### src/rtl/nn_pkg.sv
// Shared neural-layer definitions: sign-magnitude width, sequencer states,
// and conversion / activation helpers reused by the layer blocks.
package nn_pkg;

    localparam int unsigned SM_W = 8;

    typedef enum logic [1:0] {
        ST_IDLE  = 2'd0,
        ST_ACCUM = 2'd1,
        ST_OUT   = 2'd2
    } nm_state_t;

    function automatic logic signed [SM_W-1:0] sm_to_signed(input logic [SM_W-1:0] sm);
        logic signed [SM_W-1:0] mag;
        mag = {1'b0, sm[SM_W-2:0]};
        return sm[SM_W-1] ? -mag : mag;
    endfunction

    // Callers sign-extend their accumulator to 64 bits before calling.
    function automatic logic [SM_W-1:0] relu_sat(input logic signed [63:0] r);
        if (r <= 64'sd0) begin
            return '0;
        end else if (r > 64'sd127) begin
            return 8'h7F;
        end else begin
            return {1'b0, r[SM_W-2:0]};
        end
    endfunction

endpackage

### src/rtl/sm_mult.sv
// Combinational 8x8 sign-magnitude multiplier producing a 15-bit
// two's-complement product; a -0 operand gives exactly 0.
module sm_mult
    import nn_pkg::*;
(
    input  logic [SM_W-1:0]          a_i,
    input  logic [SM_W-1:0]          b_i,
    output logic signed [2*SM_W-2:0] p_o
);

    logic [2*SM_W-3:0] mag;
    logic              neg;

    always_comb begin
        mag = a_i[SM_W-2:0] * b_i[SM_W-2:0];
        neg = a_i[SM_W-1] ^ b_i[SM_W-1];
        p_o = neg ? -$signed({1'b0, mag}) : $signed({1'b0, mag});
    end

endmodule

### src/rtl/neuron_mac.sv
// Single-neuron MAC sequencer: walks N weight/activation pairs, accumulates
// their products, then presents a ReLU-saturated result on valid/ready.
module neuron_mac
    import nn_pkg::*;
#(
    parameter int unsigned N     = 10,
    parameter int unsigned ACC_W = 24,
    parameter int unsigned SEL_W = 32
) (
    input  logic             clk,
    input  logic             rst_n,
    input  logic             start,
    output logic [SEL_W-1:0] w_sel,
    input  logic [7:0]       w_data,
    output logic [SEL_W-1:0] in_sel,
    input  logic [7:0]       in_data,
    output logic [7:0]       out_data,
    output logic             out_valid,
    input  logic             out_ready,
    output logic             busy
);

    localparam int unsigned     IDX_W    = (N > 1) ? $clog2(N) : 1;
    localparam logic [IDX_W-1:0] IDX_LAST = IDX_W'(N - 1);

    if (N < 1 || N > 1024) begin : g_chk_n
        $error("neuron_mac: N out of range 1..1024");
    end
    if (ACC_W < 15 + $clog2(N) || ACC_W > 64) begin : g_chk_acc
        $error("neuron_mac: ACC_W must be >= 15+clog2(N) and <= 64");
    end

    nm_state_t               state_q, state_d;
    logic [IDX_W-1:0]        idx_q, idx_d;
    logic signed [ACC_W-1:0] acc_q, acc_d;
    logic [SM_W-1:0]         out_data_q, out_data_d;
    logic                    out_valid_q, out_valid_d;

    logic [SM_W-1:0]         w_op, x_op;
    logic signed [2*SM_W-2:0] prod;
    logic signed [ACC_W-1:0] acc_sum;

    // Operands are forced to zero outside ACCUM so unknown memory data never reaches acc.
    assign w_op = (state_q == ST_ACCUM) ? w_data  : '0;
    assign x_op = (state_q == ST_ACCUM) ? in_data : '0;

    sm_mult u_mult (
        .a_i (w_op),
        .b_i (x_op),
        .p_o (prod)
    );

    assign acc_sum = acc_q + ACC_W'(prod);

    always_comb begin
        state_d     = state_q;
        idx_d       = idx_q;
        acc_d       = acc_q;
        out_data_d  = out_data_q;
        out_valid_d = out_valid_q;
        case (state_q)
            ST_IDLE: begin
                if (start) begin
                    acc_d   = '0;
                    idx_d   = '0;
                    state_d = ST_ACCUM;
                end
            end
            ST_ACCUM: begin
                acc_d = acc_sum;
                if (idx_q == IDX_LAST) begin
                    idx_d       = '0;
                    out_data_d  = relu_sat(64'(acc_sum));
                    out_valid_d = 1'b1;
                    state_d     = ST_OUT;
                end else begin
                    idx_d = idx_q + IDX_W'(1);
                end
            end
            ST_OUT: begin
                if (out_ready) begin
                    out_valid_d = 1'b0;
                    state_d     = ST_IDLE;
                end
            end
            default: state_d = ST_IDLE;
        endcase
    end

    always_ff @(posedge clk or negedge rst_n) begin
        if (!rst_n) begin
            state_q     <= ST_IDLE;
            idx_q       <= '0;
            acc_q       <= '0;
            out_data_q  <= '0;
            out_valid_q <= 1'b0;
        end else begin
            state_q     <= state_d;
            idx_q       <= idx_d;
            acc_q       <= acc_d;
            out_data_q  <= out_data_d;
            out_valid_q <= out_valid_d;
        end
    end

    assign w_sel     = (state_q == ST_ACCUM) ? SEL_W'(idx_q) : '0;
    assign in_sel    = w_sel;
    assign out_data  = out_data_q;
    assign out_valid = out_valid_q;
    assign busy      = (state_q != ST_IDLE);

endmodule

### config.mk
export PLATFORM = sky130hd
export DESIGN_NAME = neuron_mac
export DESIGN_NICKNAME = d
export VERILOG_FILES = /design/src/rtl/nn_pkg.sv /design/src/rtl/sm_mult.sv /design/src/rtl/neuron_mac.sv
export SDC_FILE = /design/constraint.sdc
export NUM_CORES = 1
export LEC_CHECK = 0
export ABC_AREA = 1
export ABC_CLOCK_PERIOD_IN_PS = 9300
export CAP_MARGIN = 20
export CORE_ASPECT_RATIO = 0.75
export CORE_MARGIN = 3
export CORE_UTILIZATION = 55
export CTS_BUF_LIST = sky130_fd_sc_hd__clkbuf_4 sky130_fd_sc_hd__clkbuf_8
export CTS_CLUSTER_SIZE = 10
export DETAILED_ROUTE_END_ITERATION = 16
export HOLD_SLACK_MARGIN = 0.02
export PLACE_DENSITY = 0.81
export SLEW_MARGIN = 40
export SYNTH_ARGS = -nofsm -noshare
export SYNTH_HDL_FRONTEND = slang
export SYNTH_SLANG_ARGS = --single-unit
### constraint.sdc
create_clock -name clk -period 9.3 [get_ports clk]
set_input_delay 1.86 -clock clk [delete_from_list [all_inputs] [get_ports clk]]
set_output_delay 1.86 -clock clk [all_outputs]
set_load 0.005 [all_outputs]
== After elaboration in Yosys (flattened, before gate mapping) ==
Cells that the tools add are included.

* $add $sub $neg: 3
* Multiply operators: 1
* Equality and inequality tests: 6
* $lt $le $gt $ge: 2
* Muxes and demuxes: 18
* Bitwise gates (word level): 1
* Reduce and logical (&&, ||, !) cells: 8

{| class="wikitable"
|+ Operator list
! kind !! number
|-
| 24-bit case mux with 2 select lines || 1
|-
| 24-bit by 15-bit adder with 24-bit output || 1
|-
| 24-bit by 8-bit > comparator with 1-bit output (second input constant) || 1
|-
| 24-bit by 1-bit less-or-equal comparator with 1-bit output (second input constant) || 1
|-
| 24-bit two-way mux || 1
|-
| 8-bit two-way mux || 2
|-
| 15-bit two-way mux || 1
|-
| 14-bit negation with 15-bit output || 1
|-
| 7-bit by 7-bit multiplier with 14-bit output || 1
|-
| 7-bit two-way mux || 2
|-
| 4-bit two-way mux || 3
|-
| 4-bit case mux with 2 select lines || 1
|-
| 2-bit two-way mux || 3
|-
| 2-bit case mux with 3 select lines || 1
|-
| 3-bit AND reduction || 2
|-
| 2-bit nonzero test || 3
|-
| 4-bit by 1-bit adder with 4-bit output (second input constant) || 1
|-
| 4-bit == test (second input constant) || 1
|-
| 2-bit inequality test (second input constant) || 2
|-
| 2-bit AND reduction || 2
|-
| 2-bit by 1-bit == test with 1-bit output (second input constant) || 1
|-
| 2-bit == test (second input constant) || 1
|-
| 2-bit logical NOT || 1
|-
| 1-bit two-way mux || 2
|-
| 3 further kinds || 3
|}

* Input port bits: 20
* Register bits: 39
* Word-level logic and storage cells: 44

== Longest topological paths before layout ==
* Depth in word-level cells: 9
* Depth in mapped cells: 43

== Hierarchy ==
From an unflattened synthesis, not the netlist that was laid out.

* Cell total of the unflattened synthesis: 932
* Area total of the unflattened synthesis: 6003.3 sq um

{| class="wikitable"
|+ Modules (own cells, without submodules)
! module !! area each (sq um) !! cells an instance !! instances !! sequential area each (sq um)
|-
| neuron_mac || 3887.5 || 606 || 1 || 950.9
|-
| sm_mult || 2115.8 || 326 || 1 || 0.0
|}

== Worst setup path before layout ==
No wires, ideal clock.

* Path kind: input port to flip-flop
* From: in in_data[6]
* To: reg out_data_q[0] (netlist: out_data[0])
* Setup time: 0.118 ns
* Path buffers: 0
* Slack: 1.734 ns
* Data required time: 9.182 ns
* Arrival: 7.448 ns
* Cell stages on the path: 34
* Path through: inv_1 -> nor2_1 -> nand2_1 -> fa_1 -> fa_1 -> inv_1 -> fa_1 -> inv_1 -> fa_1 -> inv_1 -> ha_1 -> nand2_1 -> nand2_1 -> inv_1 -> nand3_2 -> nand2_1 -> nand2_1 -> o31ai_2 -> o21ai_1 -> xnor2_1 -> inv_1 -> ha_1 -> a21oi_1 -> o21ai_0 -> a21oi_1 -> nand3_1 -> nand2_1 -> nand2_1 -> nor2_1 -> nand3_1 -> nor2_1 -> nand4_4 -> nand3_1 -> nand2_1

* Word-level cells in the longest chain between the ends: 8
* Elaborated cells between the ends (all ways): 9
* Those cells by class: add/sub (2); mul (1); order compare (2); mux (4)

{| class="wikitable"
|+ Ends and longest elaborated chain
! item !! RTL line !! text
|-
| start: declaration || neuron_mac.sv:16 || <nowiki>input logic [7:0] in_data,</nowiki>
|-
| 8-bit two-way mux * || neuron_mac.sv:45 || <nowiki>assign x_op = (state_q == ST_ACCUM) ? in_data : '0;</nowiki>
|-
| 7-bit by 7-bit multiplier with 14-bit output * || sm_mult.sv:15 || <nowiki>mag = a_i[SM_W-2:0] * b_i[SM_W-2:0];</nowiki>
|-
| 14-bit negation with 15-bit output || sm_mult.sv:17 || <nowiki>p_o = neg ? -$signed({1'b0, mag}) : $signed({1'b0, mag});</nowiki>
|-
| 15-bit two-way mux * || sm_mult.sv:17 ||
|-
| 24-bit by 15-bit adder with 24-bit output * || neuron_mac.sv:53 || <nowiki>assign acc_sum = acc_q + ACC_W'(prod);</nowiki>
|-
| 24-bit by 8-bit > comparator with 1-bit output || nn_pkg.sv:23 || <nowiki>end else if (r > 64'sd127) begin</nowiki>
|-
| 7-bit two-way mux || nn_pkg.sv:23 ||
|-
| 7-bit two-way mux * || nn_pkg.sv:21 || <nowiki>if (r <= 64'sd0) begin</nowiki>
|-
| end signal: assignment || neuron_mac.sv:101 || <nowiki>out_data_q <= out_data_d;</nowiki>
|-
| end: declaration || neuron_mac.sv:36 || <nowiki>logic [SM_W-1:0] out_data_q, out_data_d;</nowiki>
|}

Every way passes the cells marked *; elsewhere a longest branch is shown, timed or not.
A chain may end at the register's enable or synchronous reset.

== Worst setup path after layout ==
* From: in in_data[6]
* To: reg out_data_q[1] (netlist: out_data[1])

The elaborated chain is that of the path after synthesis.

==> results.cfg <==
[run_status]
status = finished, final reports clean

[die]
ios = 94
core_sq_um = 10500
die_h_um = 96.4
die_w_um = 127
start_util = 0.574
die_area_sq_um = 12200
rows = 32

[synthesis]
synth_xor_area_frac = 0.0351
yosysMostFrequentCell = nand2_1
synth_edf_count = 0
syn-cell-area_sq_um = 5990
synthSimpleGateAreaFrac = 0.349
synth_cells = 893
yosys.area.top_type = dfrtp_1
synth_fa_ha_area_frac = 0.207
yosys.cell_types.count = 42
synth_ff_type = dfrtp_1
synth_seq_cells = 38
async_reset_ff_frac = 1.00
synth.yosys.warnings = 0
synth_top_family_by_area = simple AND/OR/NAND/NOR gates
synth_mux_area_frac = 0
seq_area_frac_synth = 0.159
syn_avg_cell_area_sq_um = 6.71
synth_compound_area_frac = 0.0762
synth_area_leaders = dfrtp_1, nand2_1, ha_1
yosysTopAreaCellShare = 0.159
synth_common_cells = nand2_1, inv_1, nor2_1, nand3_1, buf_4

[finish]
area_delta_synth_final_pct = 5.93
diodes = 0
nets = 1027
design_area_sq_um = 6350
drive_gt1_frac = 0.0661

[sta]
period_needed_ps = 8640
fin_setup_tns_ps = 0
finClkSkew_ps = 15.9
setup_viol = 0
drv_slew = 0
clock.fmax_mhz = 116
timing.final.crit_share = 0.929
worstMarginPinSlew_ps = 520
rsz0062_at_grt = no
relSlewSlack = 0.652
hold_viol_final = 0

[worst_setup_path]
cp_slowest_cell = fa_1
criticalPathCategory = primary input to register
start_kind = primary input
max_stage_delay_ps = 540
crit_arrival_ps = 8830
worstPathMaxFanout = 9
required_ps = 9490
crit_path_frequent_cell = nand2_1
r2r-start = state_q[0]
end_kind = register
startpoint = in_data[6]

[clock_tree]
cts-root-buf = clkbuf_8
clockBufferDepth = 2
cts.clk_slew.worst_paths_ps = 80
hold_buffers = 0
cts.sinks = 38
post_cts_buffers = 0
clk_latency_ps = 310
cts_tree = yes
cts_made_buffers = 5
h-tree-depth = 2
postCtsResizedCells = 0

[routing]
drtIter0Drc = 577
wl_um = 13700
drc = 0
ant_nets = 0
vias_per_cell = 5.11
vias = 5411
wl_per_cell_um = 13.0
dr.pass1.iters = 6

[place]
place.detailed.hpwl_um = 11400
dpl-instance-area_sq_um = 6230
routabilityCongestion = 1.03
portBuffers = 36

[grt]
grt_pass1_wl_um = 23200
antenna_found_initial = 0
grtUsageTotal = 0.231
overflow = 0
grt_max_degree = 50
first_global_vias = 4731

[run]
maxCapViolCount = 0

[min_path]
hp-start = out_valid
hp-class = register to register
worst paths after layout:
kind	cells after the start	slack, ps	to
min reg2reg	2	480	out_valid
min in group asynchronous	1	1510	idx_q[3]
max in group asynchronous	1	7420	acc_q[8]
max reg2reg	40	1380	out_data[1]
min	2	480	out_valid
max	35	660	out_data[1]
placed cells by master, fill, tap and decap left out, drive strengths merged:
cell type      instances
xnor2                  6
o21bai                 2
o22ai                  4
o31ai                  1
nor3                   4
clkbuf                 6
nor4                   1
nand4                 15
nand2                247
fa                    25
buf                    3
a21oi                 31
xor2                  18
a21o                   1
dfrtp                 38
and2                   2
conb                  57
inv                  139
clkdlybuf4s50         35
ha                    59
bufinv                 1
clkinv                 1
nand3                 89
a31oi                  1
o21ai                 32
nand3b                 8
nor2                  97
flip-flops by register name, summed over array words and instances (netlist names):
signal	cells
out_valid	1
state_q	2
out_data	7
idx_q	4
acc_q	24
cell type report:
cell class	instances	area (sq um)
fillers	964	4100
flip-flops and latches	38	951
multi-input cells	700	4220
well taps	136	170
clock buffers	6	82.6
clock inverters	1	30.0
inverters	140	526
repair buffers	38	373
layer usage:
layer	global-route usage	part of all wire	wire [um]
met3	0.0533	0.10	1430
met4	0.0241	0.0065	89
met2	0.314	0.37	5030
met5	0	0	0
met1	0.376	0.52	7200
through the flow:
stage / setup slack [ps] / hold slack (ps) / util / cells
2_1_floorplan: 1730 / 472 / - / 949
3_3_place_gp: 525 / 469 / 0.596 / 1052
3_5_place_dp: 460 / 467 / 0.597 / 1052
4_1_cts: 770 / 487 / 0.607 / 1059
5_1_grt: 172 / 508 / 0.608 / 1059
6_report: 664 / 483 / 0.608 / 1059
critical path, delay by kind of cell:
kind,cells,cell delay [ps]
fa+ha+maj,6,2960
simple gates,19,2410
buf+inv,6,760
compound gates,4,800
cells by family (layout without fill, tap and decap cells):
kind of cell             after synthesis  in the layout
XOR/XNOR                              24             24
AO/OA/AOI/OAI                         72             72
other                                  1             57
flip-flops                            38             38
adder cells (fa/ha/maj)               84             84
buffers and inverters                211            185
AND/OR/NAND/NOR                      463            463
Power is left out: the tool's default activity adds up to more than one toggle a clock period on the data nets, which glitch-free logic cannot reach.
